==> src/rtl/traffic_sensor_cond.sv <==
`default_nettype none
// ============================================================================
// Module   : traffic_sensor_lane / traffic_sensor_cond
// Brief    : Loop-detector conditioner for the two-road traffic-light
//            controller. Synchronizes raw sensors, debounces arrivals,
//            lingers on departures and masks stuck sensors.
// Revision : 1.0 - initial release
// ============================================================================

// One lane: debounce/linger FSM plus stuck-sensor detector.
module traffic_sensor_lane #(
  parameter int DEBOUNCE  = 4,
  parameter int HOLD      = 8,
  parameter int STUCK_LIM = 600
) (
  input  logic clk,
  input  logic reset,
  input  logic i_s2,
  input  logic i_tick,
  input  logic i_clear_stuck,
  output logic o_pres,
  output logic o_stuck
);

  // One counter serves both the confirm and the linger phases.
  localparam int c_DW = $clog2((DEBOUNCE > HOLD) ? DEBOUNCE : HOLD) + 1;
  localparam int c_SW = $clog2(STUCK_LIM) + 1;

  localparam logic [c_DW-1:0] c_DEB  = c_DW'(DEBOUNCE);
  localparam logic [c_DW-1:0] c_HOLD = c_DW'(HOLD);
  localparam logic [c_SW-1:0] c_SLIM = c_SW'(STUCK_LIM);

  typedef enum logic [1:0] {
    ABSENT  = 2'd0,
    CONFIRM = 2'd1,
    PRESENT = 2'd2,
    LINGER  = 2'd3
  } lane_state_t;

  lane_state_t     r_state;
  lane_state_t     w_state_nxt;
  logic [c_DW-1:0] r_dcnt;
  logic [c_DW-1:0] w_dcnt_nxt;
  logic [c_DW-1:0] w_dcnt_inc;
  logic [c_SW-1:0] r_scnt;
  logic [c_SW-1:0] w_scnt_nxt;
  logic [c_SW-1:0] w_scnt_inc;
  logic            r_stuck;
  logic            w_stuck_nxt;
  logic            r_pres;

  assign w_dcnt_inc = r_dcnt + 1'b1;
  assign w_scnt_inc = r_scnt + 1'b1;

  // Presence FSM: a level change of s2 always wins over a coincident tick.
  always_comb begin
    w_state_nxt = r_state;
    w_dcnt_nxt  = r_dcnt;
    case (r_state)
      ABSENT: begin
        if (i_s2) begin
          w_state_nxt = CONFIRM;
          w_dcnt_nxt  = '0;
        end
      end
      CONFIRM: begin
        if (!i_s2) begin
          w_state_nxt = ABSENT;
          w_dcnt_nxt  = '0;
        end else if (i_tick) begin
          if (w_dcnt_inc == c_DEB) begin
            w_state_nxt = PRESENT;
            w_dcnt_nxt  = '0;
          end else begin
            w_dcnt_nxt  = w_dcnt_inc;
          end
        end
      end
      PRESENT: begin
        if (!i_s2) begin
          w_state_nxt = LINGER;
          w_dcnt_nxt  = '0;
        end
      end
      LINGER: begin
        if (i_s2) begin
          w_state_nxt = PRESENT;
          w_dcnt_nxt  = '0;
        end else if (i_tick) begin
          if (w_dcnt_inc == c_HOLD) begin
            w_state_nxt = ABSENT;
            w_dcnt_nxt  = '0;
          end else begin
            w_dcnt_nxt  = w_dcnt_inc;
          end
        end
      end
      default: begin
        w_state_nxt = ABSENT;
        w_dcnt_nxt  = '0;
      end
    endcase
  end

  // Stuck detector: counts high ticks, saturates at the limit, clear wins.
  always_comb begin
    w_scnt_nxt  = r_scnt;
    w_stuck_nxt = r_stuck;
    if (i_clear_stuck) begin
      w_scnt_nxt  = '0;
      w_stuck_nxt = 1'b0;
    end else if (!i_s2) begin
      w_scnt_nxt  = '0;
    end else if (i_tick && (r_scnt != c_SLIM)) begin
      w_scnt_nxt = w_scnt_inc;
      if (w_scnt_inc == c_SLIM) begin
        w_stuck_nxt = 1'b1;
      end
    end
  end

  // Lane registers; output is derived from next state so it moves with it.
  always_ff @(posedge clk) begin
    if (reset) begin
      r_state <= ABSENT;
      r_dcnt  <= '0;
      r_scnt  <= '0;
      r_stuck <= 1'b0;
      r_pres  <= 1'b0;
    end else begin
      r_state <= w_state_nxt;
      r_dcnt  <= w_dcnt_nxt;
      r_scnt  <= w_scnt_nxt;
      r_stuck <= w_stuck_nxt;
      r_pres  <= ((w_state_nxt == PRESENT) || (w_state_nxt == LINGER)) && !w_stuck_nxt;
    end
  end

  assign o_pres  = r_pres;
  assign o_stuck = r_stuck;

endmodule

// Top: shared synchronizers and tick generator feeding two identical lanes.
module traffic_sensor_cond #(
  parameter int TICK_DIV  = 50000,
  parameter int DEBOUNCE  = 4,
  parameter int HOLD      = 8,
  parameter int STUCK_LIM = 600
) (
  input  logic clk,
  input  logic reset,
  input  logic raw_a,
  input  logic raw_b,
  input  logic clear_stuck,
  output logic ta,
  output logic tb,
  output logic stuck_a,
  output logic stuck_b
);

  localparam int              c_TW    = $clog2(TICK_DIV) + 1;
  localparam logic [c_TW-1:0] c_TLAST = c_TW'(TICK_DIV - 1);

  logic            r_s1_a;
  logic            r_s2_a;
  logic            r_s1_b;
  logic            r_s2_b;
  logic [c_TW-1:0] r_tcnt;
  logic            w_tick;

  // Two-flop synchronizers for the asynchronous loop detectors.
  always_ff @(posedge clk) begin
    if (reset) begin
      r_s1_a <= 1'b0;
      r_s2_a <= 1'b0;
      r_s1_b <= 1'b0;
      r_s2_b <= 1'b0;
    end else begin
      r_s1_a <= raw_a;
      r_s2_a <= r_s1_a;
      r_s1_b <= raw_b;
      r_s2_b <= r_s1_b;
    end
  end

  // Free-running tick divider; tick is high on the last count of each period.
  always_ff @(posedge clk) begin
    if (reset) begin
      r_tcnt <= '0;
    end else if (r_tcnt == c_TLAST) begin
      r_tcnt <= '0;
    end else begin
      r_tcnt <= r_tcnt + 1'b1;
    end
  end

  assign w_tick = (r_tcnt == c_TLAST);

  traffic_sensor_lane #(
    .DEBOUNCE  (DEBOUNCE),
    .HOLD      (HOLD),
    .STUCK_LIM (STUCK_LIM)
  ) u_lane_a (
    .clk           (clk),
    .reset         (reset),
    .i_s2          (r_s2_a),
    .i_tick        (w_tick),
    .i_clear_stuck (clear_stuck),
    .o_pres        (ta),
    .o_stuck       (stuck_a)
  );

  traffic_sensor_lane #(
    .DEBOUNCE  (DEBOUNCE),
    .HOLD      (HOLD),
    .STUCK_LIM (STUCK_LIM)
  ) u_lane_b (
    .clk           (clk),
    .reset         (reset),
    .i_s2          (r_s2_b),
    .i_tick        (w_tick),
    .i_clear_stuck (clear_stuck),
    .o_pres        (tb),
    .o_stuck       (stuck_b)
  );

endmodule
`default_nettype wire

==> config.mk <==
export PLATFORM = sky130hd
export DESIGN_NAME = traffic_sensor_cond
export DESIGN_NICKNAME = d
export VERILOG_FILES = /design/src/rtl/traffic_sensor_cond.sv
export SDC_FILE = /design/constraint.sdc
export NUM_CORES = 1
export LEC_CHECK = 0
export CORE_MARGIN = 5
export CORE_UTILIZATION = 27
export CTS_CLUSTER_DIAMETER = 120
export DETAILED_ROUTE_END_ITERATION = 10
export GPL_ROUTABILITY_DRIVEN = 0
export PLACE_DENSITY = 0.53
export SYNTH_ARGS = -nofsm -noshare
export SYNTH_HDL_FRONTEND = slang
export SYNTH_SLANG_ARGS = --single-unit
==> constraint.sdc <==
create_clock -name clk -period 1.9 [get_ports clk]
set_input_delay 0.38 -clock clk [delete_from_list [all_inputs] [get_ports clk]]
set_output_delay 0.38 -clock clk [all_outputs]
set_load 0.02 [all_outputs]
==> impl_metrics.yaml <==
grt:
  grt_max_degree: 21
  use_met3: 0.0359
  grt_overflow: 0
  grt_pass1_wl_um: 13200
  top_usage_layer: "met2"
  grt_use_met1: 0.136
  grtUsageMet2: 0.182
  grt_use_total: 0.111
  antenna_found_initial: 0
  grt_pass1_vias: 2833
critical_path:
  crit_path_max_fanout: 7
  crit_type: "reg -> reg"
  crit_arrival_ns: 2.21
  cp-start-kind: "register"
  r2r_slack_ns: -0.09
  crit_required_ns: 2.12
  r2r_cells: 8
  r2r_end: "u_lane_a.r_dcnt[0]"
  rr_startpoint: "r_tcnt[12]"
  cp-end-kind: "register"
power:
  finalPower_mw: 2.85
  leakage_nw: 1.61
  p_per_area_nw_per_um2: 659
  vdd_ir_drop_max_mv: 0.549
run_status:
  status: "finished, violations left"
  violations: "setup timing"
timing:
  finalWorstSetupSlack_ns: -0.0869
  period_needed_ns: 1.99
  skew_ns: 0.00616
  rsz0062_at_grt: "true"
  finalSetupViolCount: 38
  tightest_slew_ns: 0.418
  fmax_mhz: 503
  maxSlewHeadroom: 0.721
  slew_viol_final: 0
  hold_viol: 0
  final.period_utilization: 1.05
drt:
  dr.pass1.iters: 4
  viasPerCell: 4.89
  dr_total_vias: 3016
  drtIter0Drc: 175
  wirelength_um: 7670
  ant_nets: 0
  wl_per_cell_um: 12.4
  drc: 0
cells_and_area:
  fillerInstances: 1253
  area_growth_pct: 29.7
  drive_above_1_share: 0.187
  multi_input_area_um2: 2100
  regArea_um2: 1180
  finalNetCount: 459
  n_antenna_cell: 0
flow_run:
  max_cap_viol_count: 0
floorplan:
  die_h_um: 121
  chipWidth_um: 121
  num_io_pins: 9
  core_area_um2: 12100
  start_util: 0.276
  die_area_um2: 14600
  rows: 40
min_path:
  min_path_cells: 1
  min_to: "r_s2_a"
  hold_path_class: "reg -> reg"
  hold_path.startpoint: "r_s1_a"
logic_synthesis:
  syn_nets: 414
  netlist_area_um2: 3330
  synth_ff_type: "dfxtp_1"
  synth_warnings: 0
  avgSynthCellArea_um2: 8.34
  synth_edf_count: 0
  async_flop_share: 0
  synthCells: 399
  ys_seq_area_frac: 0.355
  ys_ff_latch: 59
  ys_types: 56
clock_network:
  clk_latency_ns: 0.33
  root_buffer: "clkbuf_16"
  cts_hold_repair.buffers: 0
  numCtsBuffers: 9
  cts_tree: "yes"
  h-tree-depth: 3
  clkSinkCount: 59
  clkSlewWorstSetupHoldPaths_ns: 0.05
  clockBufferDepth: 2
placed_design:
  hpwl_um: 5270
  pre_cts_slack_ns: -0.122
  io_buffers: 8
worst max-delay path: stages (launching register included):
cell and delay [ns]:
dfxtp_1 0.31, or4_4 0.55, nor4_4 0.33, buf_12 0.16
buf_8 0.12, buf_6 0.12, o21bai_4 0.07, a22oi_2 0.17
nor2_1 0.05
routing by layer:
layer,part of all wire,up-vias
li1,-,1530
met1,0.47,1425
met2,0.48,50
met3,0.034,11
met4,0.014,0
met5,0,-
worst max path at each step:
stage | from | end | cells after the start
after global placement | r_tcnt[16] | u_lane_b.o_pres | 6
after global routing | r_tcnt[12] | u_lane_b.o_pres | 8
after floorplan | r_tcnt[16] | u_lane_a.r_dcnt[2] | 6
final | r_tcnt[12] | u_lane_a.r_dcnt[0] | 8
after detailed placement | r_tcnt[16] | u_lane_a.o_pres | 6
after CTS | r_tcnt[10] | u_lane_a.r_dcnt[0] | 8
area by class of cell:
| type | count | area share |
|---|---|---|
| clock buffers | 14 | 0.0612 |
| clock inverters | 2 | 0.00232 |
| inverters | 11 | 0.00957 |
| multi-input cells | 308 | 0.487 |
| flip-flops and latches | 59 | 0.274 |
| well taps | 168 | 0.0487 |
| repair buffers | 55 | 0.117 |
cell usage in the layout (no fill, tap or decap), types with 3 or more instances in the layout:
cell type         n
dfxtp_1          58
nor2_1           47
buf_4            38
xor2_1           28
nand3_1          21
nand2_1          21
nand4_1          20
a21oi_1          17
nor2b_1          12
inv_1            11
o21ai_0          10
ha_1             10
clkbuf_16        10
and3_1            9
and2_1            9
xnor2_1           9
clkdlybuf4s50_1   8
and4_1            5
o21ai_1           5
nor4bb_1          4
a211oi_1          4
nor3_1            4
o2111ai_1         4
buf_6             4
nand3b_1          3
nand4b_1          3
nor3b_1           3
nand2b_1          3
and4b_1           3
a22oi_1           3
or3_1             3
clkbuf_1          3
cell families after synthesis:
family / after synthesis / share of synthesized area
DFF: 59 / 0.355
and+or+nand+nor: 184 / 0.312
buffers and inverters: 32 / 0.0391
adders and majority gates: 10 / 0.0376
muxes: 2 / 0.00602
AOI/OAI and AO/OA: 75 / 0.153
xor gates and xnor gates: 37 / 0.0974
per-stage QoR:
stage / std cells / hold slack (ns) / util / TNS (ns) / instance area, µm²
after CTS: 614 / 0.445 / 0.351 / -2.17 / 4230
after floorplan: 399 / 0.413 / - / -0.0601 / 3330
after global routing: 617 / 0.457 / 0.358 / -6.89 / 4320
after global placement: 591 / 0.417 / 0.319 / -0.459 / 3840
final: 617 / 0.445 / 0.358 / -1.32 / 4320
after detailed placement: 591 / 0.428 / 0.319 / -0.760 / 3840
flip-flops by register name (all words and copies together) (netlist names):
name / cells
u_lane_a.o_pres: 1
r_s2_a: 1
u_lane_b.r_dcnt: 4
r_tcnt: 17
u_lane_a.o_stuck: 1
r_s2_b: 1
r_s1_a: 1
u_lane_b.o_pres: 1
u_lane_b.r_scnt: 11
u_lane_b.r_state: 2
u_lane_b.o_stuck: 1
u_lane_a.r_scnt: 11
u_lane_a.r_state: 2
u_lane_a.r_dcnt: 4
r_s1_b: 1
cell usage after synthesis, types with 10 or more instances:
| library cell | number | area, µm² |
|---|---|---|
| dfxtp_1 | 59 | 1180 |
| nor2_1 | 47 | 176 |
| xor2_1 | 28 | 245 |
| nand3_1 | 22 | 110 |
| nand2_1 | 21 | 78.8 |
| nand4_1 | 20 | 125 |
| a21oi_1 | 18 | 90.1 |
| clkbuf_1 | 15 | 56.3 |
| o21ai_0 | 15 | 75.1 |
| nor2b_1 | 12 | 75.1 |
| inv_1 | 11 | 41.3 |
| and3_1 | 10 | 62.6 |
| ha_1 | 10 | 125 |
what timing repair did:
| item | CTS | global route |
|---|---|---|
| setup buffers | 7 | 2 |
| resized for setup | 25 | 7 |
| pin swaps | 14 | 6 |
| gates cloned | 0 | 1 |
| endpoints found under the setup margin | 24 | 55 |
report_power, final:
group / switching [mW] / total (mW) / internal, mW
clock: 0.546 / 1.49 / 0.949
combinational: 0.0436 / 0.0891 / 0.0455
sequential: 0.0122 / 1.26 / 1.25
Note: power is estimated with default switching activity, not from simulation.
